===== src/rtl/mult_digit_shifter.sv =====
// Operand shifter for the shift-and-add multiplier: emits one radix-2^RADIX_BITS digit per handshake, LSD first.
// Optional MULT_DIGIT_EARLY_TERM_EN: end the sequence once all remaining digits are zero.
module mult_digit_shifter #(
  parameter int unsigned DW         = 16,
  parameter int unsigned RADIX_BITS = 1,
  localparam int unsigned NDIG      = (DW + RADIX_BITS - 1) / RADIX_BITS,
  localparam int unsigned CW        = ($clog2(NDIG) > 0) ? $clog2(NDIG) : 1
) (
  input  logic                  i_clk,
  input  logic                  i_rst,
  input  logic                  i_start,
  input  logic [DW-1:0]         i_data,
  input  logic                  i_ready,
  output logic                  o_busy,
  output logic                  o_valid,
  output logic [RADIX_BITS-1:0] o_digit,
  output logic [CW-1:0]         o_idx,
  output logic                  o_last,
  output logic                  o_done
);

  localparam int unsigned SW = NDIG * RADIX_BITS;
  localparam logic [CW-1:0] LAST_IDX = CW'(NDIG - 1);

  typedef enum logic [1:0] {IDLE, SHIFT, DONE} state_t;

  state_t        state, state_nx;
  logic [SW-1:0] shift_reg, shift_nx, rest_c;
  logic [CW-1:0] count, count_nx;
  logic          busy_q, valid_q, done_q, last_q, last_nx;
`ifdef MULT_DIGIT_EARLY_TERM_EN
  logic          nx_rest_zero_c;
`endif

  // Operand with the current digit dropped, and the zero-remainder test for early termination
  generate
    if (NDIG == 1) begin : g_single
      assign rest_c = '0;
`ifdef MULT_DIGIT_EARLY_TERM_EN
      assign nx_rest_zero_c = 1'b1;
`endif
    end else begin : g_multi
      assign rest_c = {{RADIX_BITS{1'b0}}, shift_reg[SW-1:RADIX_BITS]};
`ifdef MULT_DIGIT_EARLY_TERM_EN
      assign nx_rest_zero_c = (shift_nx[SW-1:RADIX_BITS] == '0);
`endif
    end
  endgenerate

  // Next-state and datapath update
  always_comb begin
    state_nx = state;
    shift_nx = shift_reg;
    count_nx = count;
    case (state)
      IDLE: begin
        if (i_start) begin
          shift_nx = SW'(i_data);
          count_nx = '0;
          state_nx = SHIFT;
        end
      end
      SHIFT: begin
        if (i_ready) begin
          shift_nx = rest_c;
          if (last_q) begin
            count_nx = '0;
            state_nx = DONE;
          end else begin
            count_nx = count + CW'(1);
          end
        end
      end
      DONE:    state_nx = IDLE;
      default: state_nx = IDLE;
    endcase
  end

  // Last-digit flag for the digit presented next cycle
  always_comb begin
    last_nx = 1'b0;
    if (state_nx == SHIFT) begin
      last_nx = (count_nx == LAST_IDX);
`ifdef MULT_DIGIT_EARLY_TERM_EN
      if (nx_rest_zero_c) last_nx = 1'b1;
`endif
    end
  end

  always_ff @(posedge i_clk or negedge i_rst) begin
    if (!i_rst) begin
      state     <= IDLE;
      shift_reg <= '0;
      count     <= '0;
      busy_q    <= 1'b0;
      valid_q   <= 1'b0;
      done_q    <= 1'b0;
      last_q    <= 1'b0;
    end else begin
      state     <= state_nx;
      shift_reg <= shift_nx;
      count     <= count_nx;
      busy_q    <= (state_nx != IDLE);
      valid_q   <= (state_nx == SHIFT);
      done_q    <= (state_nx == DONE);
      last_q    <= last_nx;
    end
  end

  assign o_busy  = busy_q;
  assign o_valid = valid_q;
  assign o_done  = done_q;
  assign o_last  = last_q;
  assign o_idx   = count;
  assign o_digit = shift_reg[RADIX_BITS-1:0];

endmodule


===== config.mk =====
export PLATFORM = sky130hd
export DESIGN_NAME = mult_digit_shifter
export DESIGN_NICKNAME = d
export VERILOG_FILES = /design/src/rtl/mult_digit_shifter.sv
export SDC_FILE = /design/constraint.sdc
export NUM_CORES = 1
export LEC_CHECK = 0
export BUFFER_PORTS_ARGS = -buffer_cell sky130_fd_sc_hd__clkbuf_2
export CORE_UTILIZATION = 30
export DETAILED_ROUTE_END_ITERATION = 8
export GPL_TIMING_DRIVEN = 0
export PLACE_DENSITY = 0.5
export SKIP_LAST_GASP = 1
export SYNTH_ARGS = -nofsm -noshare
export SYNTH_HDL_FRONTEND = slang
export SYNTH_SLANG_ARGS = --single-unit

===== constraint.sdc =====
create_clock -name i_clk -period 2.37 [get_ports i_clk]
set_input_delay 0.1185 -clock i_clk [delete_from_list [all_inputs] [get_ports i_clk]]
set_output_delay 0.1185 -clock i_clk [all_outputs]
set_load 0.1 [all_outputs]

==> flow_metrics.py, run 1 <==
metrics = {
    "run_status": {
        "status": "complete, no violations",
    },
    "timing": {
        "tightest_slew_ps": 637.3,
        "fin_tns_setup_ps": 0,
        "rsz0062_at_grt": "false",
        "slew_headroom": 0.5751,
        "min_period_ps": 1610,
        "finalHoldViolCount": 0,
        "max_freq_mhz": 621.3,
        "skew_ps": 2.804,
        "setup_viol_count_final": 0,
        "fin_crit_sh": 0.6791,
        "slew_viol_final": 0,
    },
    "die": {
        "die_area_um2": 4398,
        "die_y_um": 66.32,
        "num_io_pins": 29,
        "fp-row-count": 23,
        "start_util": 0.3103,
        "coreArea_um2": 4000,
        "die-width_um": 66.32,
    },
    "yosys": {
        "ys_ff_latch": 26,
        "syn_inst": 118,
        "synth_compound_area_frac": 0.1532,
        "netlist.top_cell.by_area": "dfrtp_1",
        "synth-xor-area-share": 0,
        "synth-seq-area-share": 0.5242,
        "synth-edff-count": 0,
        "yosysWarnings": 0,
        "synth_area_leaders": "dfrtp_1 52%, mux2i_1 13%, o21ai_0 7.7%, nand2_1 6.0%, a31oi_1 1.5%",
        "synthesis.area_um2": 1241,
        "avgSynthCellArea_um2": 10.52,
        "synth-simple-area-share": 0.1300,
        "synth_top_family_by_area": "compound AO/OA/AOI/OAI gates",
        "synthAdderAreaFrac": 0.01008,
        "synth_nets": 139,
        "synth-main-ff-cell": "dfrtp_1",
        "muxShareOfSynthArea": 0.1381,
        "synth_top_area_share": 0.5242,
        "synth_async_sr_flop_share": 1.000,
        "synth_cell_types": 28,
    },
    "pwr": {
        "finalPower_uw": 1977,
        "power-per-cell-area_nw_per_um2": 1310,
        "sw_frac_of_total": 0.4738,
        "p_sw_uw": 936.7,
        "p_clk_frac": 0.145,
        "seqPwrFrac": 0.350,
        "power.internal_uw": 1040,
        "leakage_uw": 0.0007939,
        "ir_drop_uv": 519.3,
        "comb_power_share": 0.505,
    },
    "grt": {
        "grt_pass1_wl_mm": 4.209,
        "grt_max_degree": 27,
        "grt_pass1_vias": 949,
        "grt_overflow": 0,
        "antenna_found_initial": 0,
        "grt_usage": 0.1273,
    },
    "cells_and_area": {
        "nFillCells": 415,
        "multi_input_area_um2": 535.5,
        "fin_util": 0.3772,
        "nNetsFinal": 173,
        "register_area_um2": 650.6,
        "antenna_cells": 0,
        "drive_gt1_frac": 0.2781,
        "largest_reg_flops": 16,
        "syn2layout_area_growth_pct": 21.57,
    },
    "placed_design": {
        "portBuffers": 28,
        "globalplace.congestion": 0.7647,
        "hpwlAfterDp_mm": 1.849,
    },
    "clock_network": {
        "cts_sinks": 26,
        "cts-root-buf": "clkbuf_8",
        "clk_pin_slew_ps": 90,
        "clock_latency_ps": 270,
        "cts_tree": "done",
        "postCtsSetupBuffers": 0,
        "cts_buffers": 3,
        "htree_levels": 1,
        "clock_path_buffers": 2,
    },
    "min_path": {
        "min_path_cells": 3,
        "hp-class": "input pin to flip-flop",
        "holdCritStartpoint": "i_data[8]",
        "min_to": "shift_reg[8]",
    },
    "setup_path": {
        "reg2reg_depth": 7,
        "path_class": "flip-flop to flip-flop",
        "crit_path_top_delay_cell": "dfrtp_1",
        "cp_max_fo": 10,
        "crit_top_cell": "clkbuf_1",
        "end_kind": "flip-flop",
        "path_cells": "buf_6 -> mux2i_1 -> or2_2 -> clkbuf_1 -> clkbuf_1 -> nand2_1 -> o21ai_0",
        "critPathArrivalTime_ps": 1750,
        "critPathMaxStageDelay_ps": 380,
        "r2r-end": "shift_reg[11]",
        "reg2reg_from": "state[0]",
        "crit_required_ps": 2510,
        "startpoint_type": "flip-flop",
        "regToRegSetupSlack_ps": 760,
    },
    "route": {
        "num_vias": 976,
        "drt_iter0_markers": 34,
        "via_per_inst": 4.856,
        "wirelength_mm": 2.484,
        "dr.pass1.iters": 3,
        "wire_per_inst_um": 12.36,
        "drc": 0,
        "ant_nets": 0,
    },
    "run": {
        "maxCapViolations": 0,
    },
}
==> cell usage after synthesis, types with 2 or more instances <==
library cell and count:
o21ai_0 19, nor2_1 5, nor3b_1 2, buf_4 2, nand2_1 20, clkbuf_1 3, buf_2 2, a31oi_1 3
mux2i_1 16, dfrtp_1 26, nor2b_1 3
==> through the flow <==
stage | setup WS [ps] | hold WS (ps) | cell area [um2] | cells
3_3_place_gp | 772.2 | 175.5 | 1444 | 196
4_1_cts | 730.0 | 130.4 | 1509 | 201
5_1_grt | 584.9 | 140.4 | 1509 | 201
2_1_floorplan | 326.0 | -177.1 | 1241 | 118
3_5_place_dp | 742.7 | 178.2 | 1444 | 196
6_report | 760.4 | 127.9 | 1509 | 201
==> cell families after synthesis <==
| logic type | after synthesis |
|---|---|
| buffers and inverters | 10 |
| and+or+nand+nor | 34 |
| muxes | 17 |
| adders and majority gates | 1 |
| AOI/OAI and AO/OA | 30 |
| DFF | 26 |
==> area by class of cell <==
class                   instances  share of cell area
flip-flops and latches         26              0.4312
repair buffers                 29             0.09950
multi-input cells              82              0.3549
inverters                       2            0.004975
plain buffers                   8             0.03151
well taps                      50             0.04146
clock buffers                   4             0.03648
==> critical path: cells and delay by family, from the launching register on <==
family | cells | cell delay, ps
compound gates | 1 | 80
simple gates | 2 | 370
mux | 1 | 100
flops | 1 | 380
buf+inv | 3 | 540
==> how the worst max path moves through the flow <==
stage	start	slack (ps)	to
floorplan	o_idx[1]	330	o_last
global placement	state[0]	770	shift_reg[12]
detailed placement	state[0]	740	shift_reg[3]
CTS	state[0]	730	shift_reg[12]
global route	state[0]	580	shift_reg[5]
finish	state[0]	760	shift_reg[11]
==> power by group through the flow <==
stage | registers, uW | clock network (uW) | logic (uW)
6_report | 692 | 286 | 998
5_1_grt | 712 | 320 | 1090
4_1_cts | 693 | 302 | 1010
3_5_place_dp | 701 | 0 | 1010
3_3_place_gp | 692 | 0 | 992
2_1_floorplan | 1060 | 0 | 454
==> repair_timing <==
item,in CTS,in global routing
hold endpoints to repair,26,0
setup endpoints to repair,0,0
resized for setup,0,0
hold buffers,1,0
==> placed cells by master (no fill, tap or decap), drive strengths merged, types with 2 or more instances in the layout <==
master,instances
a31oi,3
buf,5
clkbuf,35
dfrtp,26
inv,2
mux2i,16
nand2,20
nor2,5
nor2b,3
nor3b,2
o21ai,19
==> routing by layer <==
layer | share of wire | vias to the layer above | global-route usage
met2 | 0.49 | 21 | 0.2232
li1 | - | 480 | -
met4 | 0.0052 | 0 | 0.03191
met3 | 0.045 | 2 | 0.03966
met5 | 0 | - | 0
met1 | 0.46 | 473 | 0.1494
Power figures use the tool's default switching activity.
==> inputs of run 2 (changes only) <==
==> constraint.sdc (replaced) <==
create_clock -name i_clk -period 1.6 [get_ports i_clk]
set_input_delay 0.08 -clock i_clk [delete_from_list [all_inputs] [get_ports i_clk]]
set_output_delay 0.08 -clock i_clk [all_outputs]
set_load 0.1 [all_outputs]
==> flow_metrics.py, run 2 (synthesized netlist as in run 1, its figures left out) <==
metrics = {
    "setup_path": {
        "startpoint_type": "flip-flop",
        "regToRegSetupSlack_ps": 30,
        "path_class": "flip-flop to flip-flop",
        "critPathArrivalTime_ps": 1740,
        "crit_buf_inv": 2,
        "cp_top_family": "compound AO/OA/AOI/OAI gates",
        "path_cells": "buf_6 -> o21bai_4 -> inv_2 -> a31o_1 -> a211o_1 -> nor4b_2",
        "critPathMaxStageDelay_ps": 380,
        "reg2reg_from": "state[0]",
        "crit_start": "state[0]",
        "crit_path_top_delay_cell": "dfrtp_1",
        "cp_max_fo": 8,
        "crit_required_ps": 1780,
        "end_kind": "flip-flop",
    },
    "die": {
        "coreArea_um2": 4000,
        "num_io_pins": 29,
        "start_util": 0.3103,
        "die-width_um": 66.32,
        "fp-row-count": 23,
        "die_y_um": 66.32,
        "die_area_um2": 4398,
    },
    "clock_network": {
        "htree_levels": 1,
        "clock_path_buffers": 2,
        "clk_pin_slew_ps": 90,
        "cts_tree": "done",
        "cts_buffers": 3,
        "clock_latency_ps": 270,
        "cts-root-buf": "clkbuf_8",
        "cts_sinks": 26,
    },
    "timing": {
        "fin_crit_sh": 0.9792,
        "slew_viol_final": 0,
        "setup_viol_count_final": 0,
        "max_freq_mhz": 638.3,
        "skew_ps": 10.17,
        "slew_headroom": 0.5617,
        "tightest_slew_ps": 657.4,
        "finalHoldViolCount": 0,
        "hold_ws_ps": 90.87,
        "min_period_ps": 1567,
        "rsz0062_at_grt": "true",
    },
    "route": {
        "ant_nets": 0,
        "dr.pass1.iters": 4,
        "num_vias": 970,
        "wirelength_mm": 2.605,
        "wl_met1_mm": 1.288,
        "wl_met2_mm": 1.200,
        "wire_per_inst_um": 12.83,
        "drc": 0,
        "drt_iter0_markers": 36,
        "top_layer_used": "met4",
        "met3_length_um": 104,
        "via_per_inst": 4.778,
    },
    "grt": {
        "grt_max_degree": 27,
        "grt_usage": 0.1365,
        "grt_overflow": 0,
        "grt_pass1_vias": 944,
        "antenna_found_initial": 0,
        "grt_pass1_wl_mm": 4.464,
    },
    "cells_and_area": {
        "largest_reg_flops": 16,
        "final_common_cell": "clkbuf_2",
        "layout_common_cells": "28 x clkbuf_2, 22 x dfrtp_1, 20 x nand2_1",
        "antenna_cells": 0,
        "drive_gt1_frac": 0.3333,
        "nFillCells": 415,
        "syn2layout_area_growth_pct": 25.00,
        "nNetsFinal": 175,
    },
    "pwr": {
        "power-per-cell-area_nw_per_um2": 1938,
        "leakage_uw": 0.0008043,
        "finalPower_uw": 3007,
        "ir_drop_uv": 840.4,
    },
    "min_path": {
        "holdCritStartpoint": "i_data[10]",
        "hp-class": "input pin to flip-flop",
    },
    "placed_design": {
        "hpwlAfterDp_mm": 1.871,
        "portBuffers": 28,
        "globalplace.congestion": 0.7615,
    },
    "run": {
        "maxCapViolations": 0,
    },
    "run_status": {
        "status": "complete, no violations",
    },
}
run 2: cell count changes in the layout (fill, tap and decap cells not counted), moves of 2 or more:
| cell | change |
|---|---|
| o21ai_0 | -2 |
| buf_4 | +2 |
| dfrtp_2 | +2 |
| dfrtp_4 | +2 |
| clkbuf_1 | -2 |
| dfrtp_1 | -4 |
| o21ai_1 | +2 |
| clkbuf_4 | +2 |
run 2: what timing repair did:
| item | in CTS | in global routing |
|---|---|---|
| gates resized for setup | 4 | 4 |
| hold buffers | 1 | 0 |
| pin swaps | 0 | 1 |
| endpoints found under the setup margin | 15 | 16 |
| cloned | 0 | 0 |
| setup buffers | 0 | 3 |
| endpoints found under the hold margin | 26 | 0 |
run 2: metal layers:
layer	global-route usage	vias to the layer above
met5	0	-
met4	0.02394	0
met3	0.03621	2
met2	0.2296	23
met1	0.1765	466
li1	-	479
run 2: where the power goes:
group          internal (uW)  switching, uW  total (uW)  leakage [uW]
registers                892            158        1050      0.000328
logic                    519           1060        1580      0.000454
clock network            178            201         379     0.0000228
total                   1590           1420        3010      0.000804
run 2: through the flow:
step	setup WS [ps]	setup TNS [ps]	utilization	cells	cell area, um2
floorplan	-45.60	-45.60	-	118	1264
finish	33.31	0	0.3879	203	1551
detailed placement	-57.86	-285.0	0.3666	196	1466
CTS	38.68	0	0.3816	201	1526
global placement	-33.55	-283.0	0.3666	196	1466
global route	-26.19	-26.19	0.3879	203	1551
run 2: final timing paths:
kind                            endpoint  depth (start not counted)
hold / removal             shift_reg[10]                          3
max in group asynchronous       o_idx[1]                          2
min in group asynchronous        o_valid                          2
setup / recovery                  o_last                          6
setup reg to reg                  o_last                          6
hold reg to reg             shift_reg[9]                          2
run 2: worst min-delay path: stages:
cell      delay (ps)
clkbuf_2          80
mux2i_1           50
o21ai_1          110
run 2: cell type report:
type / count / area, um2 / area share
multi-input cells: 82 / 548.0 / 0.3532
clock buffers: 4 / 45.04 / 0.02903
repair buffers: 32 / 172.7 / 0.1113
plain buffers: 7 / 55.05 / 0.03548
inverters: 2 / 7.507 / 0.004839
flip-flops and latches: 26 / 660.6 / 0.4258
well taps: 50 / 62.56 / 0.04032
